`src/rtl/uart_param.sv`:
```
`timescale 1ns/1ps
// uart_param: parametrised full-duplex UART, fractional baud ticks, oversampled RX.
// Optional parity bit (adds PARITY_ODD) when UART_PARITY_EN is defined.
module uart_param #(
  parameter int CLK_HZ     = 50000000,
  parameter int BAUD       = 115200,
  parameter int DATA_BITS  = 8,
  parameter int STOP_BITS  = 1,
  parameter int OVERSAMPLE = 16
`ifdef UART_PARITY_EN
  , parameter bit PARITY_ODD = 1'b0
`endif
) (
  input  logic                 sys_clk_i,
  input  logic                 sys_rst_i,
  input  logic [DATA_BITS-1:0] uart_dat_i,
  input  logic                 uart_wr_i,
  output logic                 uart_busy_o,
  output logic                 uart_tx_o,
  input  logic                 uart_rx_i,
  output logic [DATA_BITS-1:0] uart_dat_o,
  output logic                 uart_rx_valid_o,
  input  logic                 uart_rd_i,
  output logic                 uart_frame_err_o,
  output logic                 uart_overrun_o,
  output logic                 uart_parity_err_o
);

  localparam int ACC_W = $clog2(CLK_HZ) + 1;
  localparam logic [ACC_W-1:0] ACC_INC = ACC_W'(BAUD * OVERSAMPLE);
  localparam logic [ACC_W-1:0] ACC_LIM = ACC_W'(CLK_HZ);
  localparam int CNT_W = $clog2(OVERSAMPLE * 2) + 1;
  localparam logic [CNT_W-1:0] BIT_END  = CNT_W'(OVERSAMPLE - 1);
  localparam logic [CNT_W-1:0] HALF_END = CNT_W'(OVERSAMPLE / 2 - 1);
  localparam logic [CNT_W-1:0] STOP_END = CNT_W'(OVERSAMPLE * STOP_BITS - 1);
  localparam logic [CNT_W-1:0] CNT_ONE  = CNT_W'(1);
  localparam int BIT_W = $clog2(DATA_BITS);
  localparam logic [BIT_W-1:0] LAST_BIT = BIT_W'(DATA_BITS - 1);
  localparam logic [BIT_W-1:0] BIT_ONE  = BIT_W'(1);

  // Fractional accumulator: acc + inc stays below 2*CLK_HZ, so ACC_W bits never overflow.
  logic [ACC_W-1:0] acc_q, acc_sum;
  logic             tick_q;

  assign acc_sum = acc_q + ACC_INC;

  always_ff @(posedge sys_clk_i) begin
    if (sys_rst_i) begin
      acc_q  <= '0;
      tick_q <= 1'b0;
    end else if (acc_sum >= ACC_LIM) begin
      acc_q  <= acc_sum - ACC_LIM;
      tick_q <= 1'b1;
    end else begin
      acc_q  <= acc_sum;
      tick_q <= 1'b0;
    end
  end

  // ---------------- TX ----------------
  typedef enum logic [2:0] {
    TX_IDLE, TX_SYNC, TX_START, TX_DATA,
`ifdef UART_PARITY_EN
    TX_PAR,
`endif
    TX_STOP
  } tx_state_t;

  tx_state_t              tx_state_q, tx_state_d;
  logic [CNT_W-1:0]       tx_cnt_q, tx_cnt_d;
  logic [BIT_W-1:0]       tx_bit_q, tx_bit_d;
  logic [DATA_BITS-1:0]   tx_sh_q, tx_sh_d;
  logic                   tx_line_q, tx_line_d;
`ifdef UART_PARITY_EN
  logic                   tx_par_q, tx_par_d;
`endif

  always_ff @(posedge sys_clk_i) begin
    if (sys_rst_i) begin
      tx_state_q <= TX_IDLE;
      tx_cnt_q   <= '0;
      tx_bit_q   <= '0;
      tx_sh_q    <= '0;
      tx_line_q  <= 1'b1;
`ifdef UART_PARITY_EN
      tx_par_q   <= 1'b0;
`endif
    end else begin
      tx_state_q <= tx_state_d;
      tx_cnt_q   <= tx_cnt_d;
      tx_bit_q   <= tx_bit_d;
      tx_sh_q    <= tx_sh_d;
      tx_line_q  <= tx_line_d;
`ifdef UART_PARITY_EN
      tx_par_q   <= tx_par_d;
`endif
    end
  end

  // TX_SYNC holds the line idle until the first tick so the start bit is a full bit long.
  always_comb begin
    tx_state_d = tx_state_q;
    tx_cnt_d   = tx_cnt_q;
    tx_bit_d   = tx_bit_q;
    tx_sh_d    = tx_sh_q;
    tx_line_d  = tx_line_q;
`ifdef UART_PARITY_EN
    tx_par_d   = tx_par_q;
`endif
    case (tx_state_q)
      TX_IDLE: begin
        tx_line_d = 1'b1;
        if (uart_wr_i) begin
          tx_sh_d    = uart_dat_i;
          tx_state_d = TX_SYNC;
`ifdef UART_PARITY_EN
          tx_par_d   = (^uart_dat_i) ^ PARITY_ODD;
`endif
        end
      end
      TX_SYNC: if (tick_q) begin
        tx_state_d = TX_START;
        tx_cnt_d   = '0;
        tx_line_d  = 1'b0;
      end
      TX_START: if (tick_q) begin
        if (tx_cnt_q == BIT_END) begin
          tx_state_d = TX_DATA;
          tx_cnt_d   = '0;
          tx_bit_d   = '0;
          tx_line_d  = tx_sh_q[0];
        end else tx_cnt_d = tx_cnt_q + CNT_ONE;
      end
      TX_DATA: if (tick_q) begin
        if (tx_cnt_q == BIT_END) begin
          tx_cnt_d = '0;
          if (tx_bit_q == LAST_BIT) begin
`ifdef UART_PARITY_EN
            tx_state_d = TX_PAR;
            tx_line_d  = tx_par_q;
`else
            tx_state_d = TX_STOP;
            tx_line_d  = 1'b1;
`endif
          end else begin
            tx_bit_d  = tx_bit_q + BIT_ONE;
            tx_sh_d   = tx_sh_q >> 1;
            tx_line_d = tx_sh_d[0];
          end
        end else tx_cnt_d = tx_cnt_q + CNT_ONE;
      end
`ifdef UART_PARITY_EN
      TX_PAR: if (tick_q) begin
        if (tx_cnt_q == BIT_END) begin
          tx_state_d = TX_STOP;
          tx_cnt_d   = '0;
          tx_line_d  = 1'b1;
        end else tx_cnt_d = tx_cnt_q + CNT_ONE;
      end
`endif
      TX_STOP: if (tick_q) begin
        if (tx_cnt_q == STOP_END) begin
          tx_state_d = TX_IDLE;
          tx_cnt_d   = '0;
        end else tx_cnt_d = tx_cnt_q + CNT_ONE;
      end
      default: tx_state_d = TX_IDLE;
    endcase
  end

  assign uart_busy_o = (tx_state_q != TX_IDLE);
  assign uart_tx_o   = tx_line_q;

  // ---------------- RX ----------------
  typedef enum logic [2:0] {
    RX_IDLE, RX_START, RX_DATA,
`ifdef UART_PARITY_EN
    RX_PAR,
`endif
    RX_STOP
  } rx_state_t;

  rx_state_t            rx_state_q, rx_state_d;
  logic [CNT_W-1:0]     rx_cnt_q, rx_cnt_d;
  logic [BIT_W-1:0]     rx_bit_q, rx_bit_d;
  logic [DATA_BITS-1:0] rx_sh_q, rx_sh_d;
  logic                 rx_meta_q, rx_sync_q, rx_prev_q;
  logic                 deliver;
  logic [DATA_BITS-1:0] dat_q;
  logic                 valid_q, ferr_q, ovr_q;
`ifdef UART_PARITY_EN
  logic                 rx_par_q, rx_par_d, perr_q;
`endif

  // Synchroniser resets to idle-high so reset never fakes a start edge.
  always_ff @(posedge sys_clk_i) begin
    if (sys_rst_i) begin
      rx_meta_q  <= 1'b1;
      rx_sync_q  <= 1'b1;
      rx_prev_q  <= 1'b1;
      rx_state_q <= RX_IDLE;
      rx_cnt_q   <= '0;
      rx_bit_q   <= '0;
      rx_sh_q    <= '0;
`ifdef UART_PARITY_EN
      rx_par_q   <= 1'b0;
`endif
    end else begin
      rx_meta_q  <= uart_rx_i;
      rx_sync_q  <= rx_meta_q;
      rx_prev_q  <= rx_sync_q;
      rx_state_q <= rx_state_d;
      rx_cnt_q   <= rx_cnt_d;
      rx_bit_q   <= rx_bit_d;
      rx_sh_q    <= rx_sh_d;
`ifdef UART_PARITY_EN
      rx_par_q   <= rx_par_d;
`endif
    end
  end

  always_comb begin
    rx_state_d = rx_state_q;
    rx_cnt_d   = rx_cnt_q;
    rx_bit_d   = rx_bit_q;
    rx_sh_d    = rx_sh_q;
    deliver    = 1'b0;
`ifdef UART_PARITY_EN
    rx_par_d   = rx_par_q;
`endif
    case (rx_state_q)
      RX_IDLE: if (rx_prev_q && !rx_sync_q) begin
        rx_state_d = RX_START;
        rx_cnt_d   = '0;
      end
      RX_START: if (tick_q) begin
        if (rx_cnt_q == HALF_END) begin
          rx_cnt_d = '0;
          rx_bit_d = '0;
          rx_state_d = rx_sync_q ? RX_IDLE : RX_DATA;
        end else rx_cnt_d = rx_cnt_q + CNT_ONE;
      end
      RX_DATA: if (tick_q) begin
        if (rx_cnt_q == BIT_END) begin
          rx_cnt_d = '0;
          rx_sh_d  = {rx_sync_q, rx_sh_q[DATA_BITS-1:1]};
          if (rx_bit_q == LAST_BIT) begin
`ifdef UART_PARITY_EN
            rx_state_d = RX_PAR;
`else
            rx_state_d = RX_STOP;
`endif
          end else rx_bit_d = rx_bit_q + BIT_ONE;
        end else rx_cnt_d = rx_cnt_q + CNT_ONE;
      end
`ifdef UART_PARITY_EN
      RX_PAR: if (tick_q) begin
        if (rx_cnt_q == BIT_END) begin
          rx_cnt_d   = '0;
          rx_par_d   = rx_sync_q;
          rx_state_d = RX_STOP;
        end else rx_cnt_d = rx_cnt_q + CNT_ONE;
      end
`endif
      RX_STOP: if (tick_q) begin
        if (rx_cnt_q == BIT_END) begin
          rx_cnt_d   = '0;
          deliver    = 1'b1;
          rx_state_d = RX_IDLE;
        end else rx_cnt_d = rx_cnt_q + CNT_ONE;
      end
      default: rx_state_d = RX_IDLE;
    endcase
  end

  // A read coinciding with delivery consumes the old byte, so no overrun.
  always_ff @(posedge sys_clk_i) begin
    if (sys_rst_i) begin
      dat_q   <= '0;
      valid_q <= 1'b0;
      ferr_q  <= 1'b0;
      ovr_q   <= 1'b0;
`ifdef UART_PARITY_EN
      perr_q  <= 1'b0;
`endif
    end else if (deliver) begin
      dat_q   <= rx_sh_q;
      valid_q <= 1'b1;
      ferr_q  <= ~rx_sync_q;
      ovr_q   <= valid_q & ~uart_rd_i;
`ifdef UART_PARITY_EN
      perr_q  <= (^rx_sh_q) ^ rx_par_q ^ PARITY_ODD;
`endif
    end else if (uart_rd_i && valid_q) begin
      valid_q <= 1'b0;
      ovr_q   <= 1'b0;
    end
  end

  assign uart_dat_o       = dat_q;
  assign uart_rx_valid_o  = valid_q;
  assign uart_frame_err_o = ferr_q;
  assign uart_overrun_o   = ovr_q;
`ifdef UART_PARITY_EN
  assign uart_parity_err_o = perr_q;
`else
  assign uart_parity_err_o = 1'b0;
`endif

endmodule

```
`config.mk`:
```
export PLATFORM = sky130hd
export DESIGN_NAME = uart_param
export DESIGN_NICKNAME = d
export VERILOG_FILES = /design/src/rtl/uart_param.sv
export SDC_FILE = /design/constraint.sdc
export NUM_CORES = 1
export LEC_CHECK = 0
export CAP_MARGIN = 20
export CORE_MARGIN = 1
export CORE_UTILIZATION = 25
export DETAILED_ROUTE_END_ITERATION = 6
export PLACE_DENSITY = 0.39
export SETUP_SLACK_MARGIN = 0.4
export SYNTH_ARGS = -nofsm -noshare
export SYNTH_HDL_FRONTEND = slang
export SYNTH_SLANG_ARGS = --single-unit
```
`constraint.sdc`:
```
create_clock -name sys_clk_i -period 2.57 [get_ports sys_clk_i]
set_input_delay 0.514 -clock sys_clk_i [delete_from_list [all_inputs] [get_ports sys_clk_i]]
set_output_delay 0.514 -clock sys_clk_i [all_outputs]
set_load 0.1 [all_outputs]
```
# ---- Word-level counts from Yosys, hierarchy flattened
# Cells that the tools add are included.
dict set report totals {
  ff_bits 83
  latchBits 0
  mem_bits_rw 0
  romBits 0
  inputBits 13
  out_inout_bits 14
  word_cells 145
  mem_count 0
}
dict set report classes {
  n_addsub 6
  multipliers 0
  n_div 0
  order_cmp 1
  n_eq_ne 33
  shift 0
  n_mux 60
  n_bitwise 3
  n_reduce_logical 24
}
# operator count
set op_table {}
lappend op_table {{two-way mux 3 bit} 25}
lappend op_table {{two-way mux 6 bit} 8}
lappend op_table {{!= test 2 bit (second input constant)} 19}
lappend op_table {{two-way mux 8 bit} 4}
lappend op_table {{adder 27 x 21 -> 27 bit (second input constant)} 1}
lappend op_table {{>= comparator 27 x 26 -> 1 bit (second input constant)} 1}
lappend op_table {{two-way mux 27 bit} 1}
lappend op_table {{subtractor 27 x 26 -> 27 bit (second input constant)} 1}
lappend op_table {{one-hot mux 6 bit (3 select lines)} 1}
lappend op_table {{AND reduction 6 bit} 3}
lappend op_table {{one-hot mux 8 bit (2 select lines)} 1}
lappend op_table {{one-hot mux 3 bit (5 select lines)} 1}
lappend op_table {{two-way mux 1 bit} 13}
lappend op_table {{adder 6 x 1 -> 6 bit (second input constant)} 2}
lappend op_table {{equality test 3 x 2 -> 1 bit (second input constant)} 4}
lappend op_table {{equality test 6 x 4 -> 1 bit (second input constant)} 2}
lappend op_table {{one-hot mux 3 bit (2 select lines)} 2}
lappend op_table {{one-hot mux 3 bit (4 select lines)} 1}
lappend op_table {{one-hot mux 6 bit (2 select lines)} 1}
lappend op_table {{nonzero test 2 bit} 5}
lappend op_table {{equality test 3 bit (second input constant)} 3}
lappend op_table {{AND reduction 9 bit} 1}
lappend op_table {{AND reduction 8 bit} 1}
lappend op_table {{adder 3 x 1 -> 3 bit (second input constant)} 2}
lappend op_table {{other kinds (17)} 24}

# ---- Logic depth before layout (Yosys ltp)
dict set report depth {
  word_depth 5
  mapped_depth 11
}

# ---- Worst setup path before layout
# No wires, ideal clock.
dict set report synth_path {
  kind {register to register}
  startpoint {register tx_state_q[1]}
  endpoint {register tx_cnt_q[3]}
  setup_ps 71
  arrival_ps 2491
  t_required_ps 2499
  setup_slack_ps 8
  stages_incl_launch_ff 8
  cell_sequence {dfxtp_1 > buf_2 > nor3_1 > inv_1 > nand3_1 > or2_2 > or3b_2 > a21oi_1}
}
dict set report synth_between {
  elab_chain_len 4
  elab_cells_between_ends 10
}
# item line_no
set synth_lines {}
lappend synth_lines {{start, declared} 69} ;# tx_state_t tx_state_q, tx_state_d;
lappend synth_lines {{start signal, assigned} 89} ;# tx_state_q <= tx_state_d;
lappend synth_lines {{equality test 3 bit or equality test 3 x 2 -> 1 bit (tied branches)} 110} ;# case (tx_state_q)
lappend synth_lines {{OR reduction 3 bit (no line)} n/a}
lappend synth_lines {{!= test 2 x 1 -> 1 bit (no line) or nonzero test 2 bit (tied branches)} n/a}
lappend synth_lines {{AND reduction 3 bit (no line)} n/a}
lappend synth_lines {{end signal, assigned} 90} ;# tx_cnt_q <= tx_cnt_d;
lappend synth_lines {{end, declared} 70} ;# logic [CNT_W-1:0] tx_cnt_q, tx_cnt_d;
# Parallel ways exist; a longest one is shown, timed or not.
# A chain may end at the register's enable or synchronous reset.

# ---- Worst setup path in the final report
dict set report layout_path {
  startpoint {register acc_q[18]}
  endpoint {register acc_q[18]}
}
dict set report layout_between {
  elab_chain_len 3
  elab_cells_between_ends 4
}
# item line_no
set layout_lines {}
lappend layout_lines {{start, declared} 42} ;# logic [ACC_W-1:0] acc_q, acc_sum;
lappend layout_lines {{start signal, assigned} 52} ;# acc_q <= acc_sum - ACC_LIM;
lappend layout_lines {{start signal, assigned} 55} ;# acc_q <= acc_sum;
lappend layout_lines {{adder 27 x 21 -> 27 bit *} 45} ;# assign acc_sum = acc_q + ACC_INC;
lappend layout_lines {{subtractor 27 x 26 -> 27 bit or >= comparator 27 x 26 -> 1 bit (tied branches)} {52, 51}}
lappend layout_lines {{two-way mux 27 bit *} 51} ;# end else if (acc_sum >= ACC_LIM) begin
# Every way passes the cells marked *; elsewhere a longest branch is shown, timed or not.

==> metrics.csv <==
stage,metric,value,unit
cts,CTS Root Cell,clkbuf_16,
drt,WL final,10530,um
drt,remaining antenna violation count,0,
finish,share of cells above drive strength 1,25.13,%
drt,Met1 Wirelength,5026,um
drt,Avg WL per Cell,13.57,um
drt,met2 routed WL,4888,um
placed_design,Final Wtd Congestion,0.7675,
yosys,main combinational cell family by area after synthesis,simple AND/OR/NAND/NOR gates,
drt,DR DRC count,0,
cts,CTS Sinks,75,
global_route,global route total overflow,0,
die,row count,45,
power_and_ir_drop,design internal power,2.444,mW
yosys,register area share after synthesis,37.50,%
global_route,vias in the first global route,3635,
timing,fin crit share,89.08,%
power_and_ir_drop,Clock Power Share,40.6,%
drt,vias,3806,
power_and_ir_drop,switching power,1.089,mW
yosys,Synth Register Bits,75,
power_and_ir_drop,Worst VDD drop,0.0005081,V
yosys,mux contribution to synthesized area,0.2500,%
timing,final hold vios,0,
worst_setup_path,Worst Setup Path Type,reg -> reg,
cts,CTS Buffer Depth,2,
timing,Slew headroom,60.12,%
yosys,Synth Area in Adders,3.125,%
finish,ANT cells,0,
hold_path,HP Class,reg -> reg,
cts,CTS Hold Bufs,0,
yosys,syn_area_per_cell,7.882,um^2
power_and_ir_drop,Power Density,659.3,nW/um^2
die,starting density of the core,25.95,%
yosys,top cell type's share of synthesized area,37.50,%
worst_setup_path,worst-path fanout max,5,
yosys,synth cell count leaders,"75 x dfxtp_1, 60 x nand2_1, 49 x nor2_1",
placed_design,placed cell count,738,
cts,TritonCTS Buffers,9,
worst_setup_path,WP data required,2.81,ns
die,Die Ht,128.6,um
cts,CTS tree,done,
yosys,simple-gate share of the synthesized area,28.16,%
yosys,"count leader, synth",dfxtp_1,
drt,met3 routed WL,450,um
die,Core ar.,15430,um^2
yosys,async set-or-reset flop fraction in the synthesized netlist,0,%
timing,Fin Setup TNS,0,ns
die,Ports,27,
timing,Worst Tran Pin Value,0.5920,ns
finish,synthesis-to-finish area growth,33.81,%
cts,Worst-path clk slew,0.06,ns
die,Die W,128.6,um
global_route,initial antenna violation count,0,
cts,clk_lat worst skew,0.35,ns
timing,Period minus WS final,2.289,ns
yosys,post-synthesis compound-gate area fraction,21.44,%
power_and_ir_drop,Net Sw Frac,30.82,%
global_route,largest net degree at the start of global routing,66,
drt,Initial DRT Pass Iterations,6,
yosys,Synthesized Nets,531,
run_status,status,"finished, final reports clean",
job,Max-Cap Viols,0,
yosys,Mapped Cells,508,
power_and_ir_drop,sequential share of power,37.7,%
placed_design,Detailed Place HPWL,6663,um
worst_setup_path,Startpoint Class,flop,
yosys,"top cells by area, synth","dfxtp_1 38%, a21oi_1 5.8%, nand2_1 5.6%",
yosys,Post-synth EDFFs,0,
power_and_ir_drop,combinational share of power,21.8,%
yosys,"Cell Area, Synth",4004,um^2
placed_design,port bufs,25,
timing,clk_skew,0.008144,ns
drt,vias per inst,4.905,
finish,Non-Filler Instances,776,
global_route,Total GRT Usage,13.50,%
yosys,Main synth FF type,dfxtp_1,
die,die area,16530,um^2
timing,Pins Over Slew Limit,0,
cts,H-Tree Depth,3,
global_route,global-route wire length before repair,17660,um
timing,RSZ-0062 raised after global routing,yes,
yosys,Synth warnings,0,
finish,fin nets,583,
timing,final setup fails,0,
yosys,Synth cell types,68,
yosys,XOR/XNOR share of the synthesized area,3.937,%
worst_setup_path,crit path DAT,2.52,ns
drt,Starting DRT DRC Count,238,
drt,top sig layer,met4,
worst_setup_path,Crit. End Element,flop,
yosys,Synth area leader,dfxtp_1,
timing,Achievable Freq,0.4368,GHz
power_and_ir_drop,leakage,1.958,nW
==> flip-flops by register name, summed over array words and instances (netlist names), 2 cells and up <==
| name | cells |
|---|---|
| rx_sh_q | 8 |
| tx_sh_q | 8 |
| tx_bit_q | 3 |
| acc_q | 20 |
| rx_cnt_q | 6 |
| uart_dat_o | 8 |
| rx_state_q | 2 |
| tx_cnt_q | 6 |
| tx_state_q | 3 |
| rx_bit_q | 3 |
==> cells in the final DEF (no fill, tap or decap), types with 10 or more instances in the layout <==
cell	n
nand3_1	28
clkdlybuf4s50_1	11
or3_1	10
buf_4	50
a21oi_1	42
nor2_1	49
o21ai_0	24
inv_1	14
nor3_1	17
dfxtp_1	64
nand2_1	59
==> stage by stage <==
| stage | hold slack [ns] | total power, mW | utilization (%) | cell area (um^2) | worst slack, ns |
|---|---|---|---|---|---|
| floorplan | 0.3895 | 1.841 | - | 4073 | 0.3482 |
| global placement | 0.3931 | 2.057 | 30.05 | 4636 | 0.1827 |
| detailed placement | 0.3932 | 2.054 | 30.05 | 4636 | 0.1498 |
| CTS | 0.4085 | 3.532 | 33.87 | 5225 | 0.2048 |
| global route | 0.4254 | 3.714 | 34.73 | 5358 | 0.1525 |
| finish | 0.4081 | 3.532 | 34.73 | 5358 | 0.2806 |
==> kinds of logic (layout without fill, tap and decap cells) <==
logic type                 after synthesis  after routing
DFF                                     75             75
other                                    1              1
adders and majority gates               10             10
muxes                                    1              1
buffers and inverters                   47            103
and+or+nand+nor                        224            224
AOI/OAI and AO/OA                      132            133
xor gates and xnor gates                18             18
==> per-layer routing <==
metal	GRT usage, %	vias to the layer above
li1	-	1914
met1	16.63	1812
met2	22.07	65
met3	4.407	15
met4	4.637	0
met5	0	-
==> path summary, 6_finish.rpt <==
| path | cells after the start | end | startpoint | slack (ns) |
|---|---|---|---|---|
| min | 1 | rx_sync_q | rx_meta_q | 0.41 |
| max reg2reg | 9 | acc_q[18] | acc_q[18] | 0.28 |
| max | 9 | acc_q[18] | acc_q[18] | 0.28 |
| min reg2reg | 1 | rx_sync_q | rx_meta_q | 0.41 |
==> worst max-delay path, cell delays in order (launching register included) <==
cell and delay (ns):
dfxtp_2 0.38, nor3_4 0.25, buf_4 0.19, a21oi_4 0.07
xor2_2 0.16, a211o_1 0.39, a22o_1 0.27, buf_12 0.15
and3_4 0.15, o21a_1 0.17
==> power groups by stage <==
stage | Clock, mW | Combinational (mW) | Sequential, mW
after floorplan | 0 | 0.500 | 1.34
after global placement | 0 | 0.707 | 1.35
after detailed placement | 0 | 0.706 | 1.35
after CTS | 1.48 | 0.729 | 1.33
after global routing | 1.53 | 0.839 | 1.34
final | 1.43 | 0.770 | 1.33
==> timing repair <==
| item | CTS | global route |
|---|---|---|
| setup endpoints to repair | 23 | 32 |
| pin swaps | 15 | 12 |
| cloned | 1 | 1 |
| resized for setup | 25 | 21 |
| buffers inserted | 15 | 5 |
| hold endpoints to repair | 0 | 0 |
==> area by class of cell <==
| class | instances | area (um^2) |
|---|---|---|
| sequential | 75 | 1520 |
| clock inverter | 5 | 85.08 |
| inverter | 17 | 66.31 |
| fill | 1633 | 10070 |
| multi-input combinational | 387 | 2536 |
| clock buffer | 11 | 252.7 |
| timing repair buffer | 70 | 633.1 |
| tap | 211 | 264.0 |
Note: power is estimated with default switching activity, not from simulation.
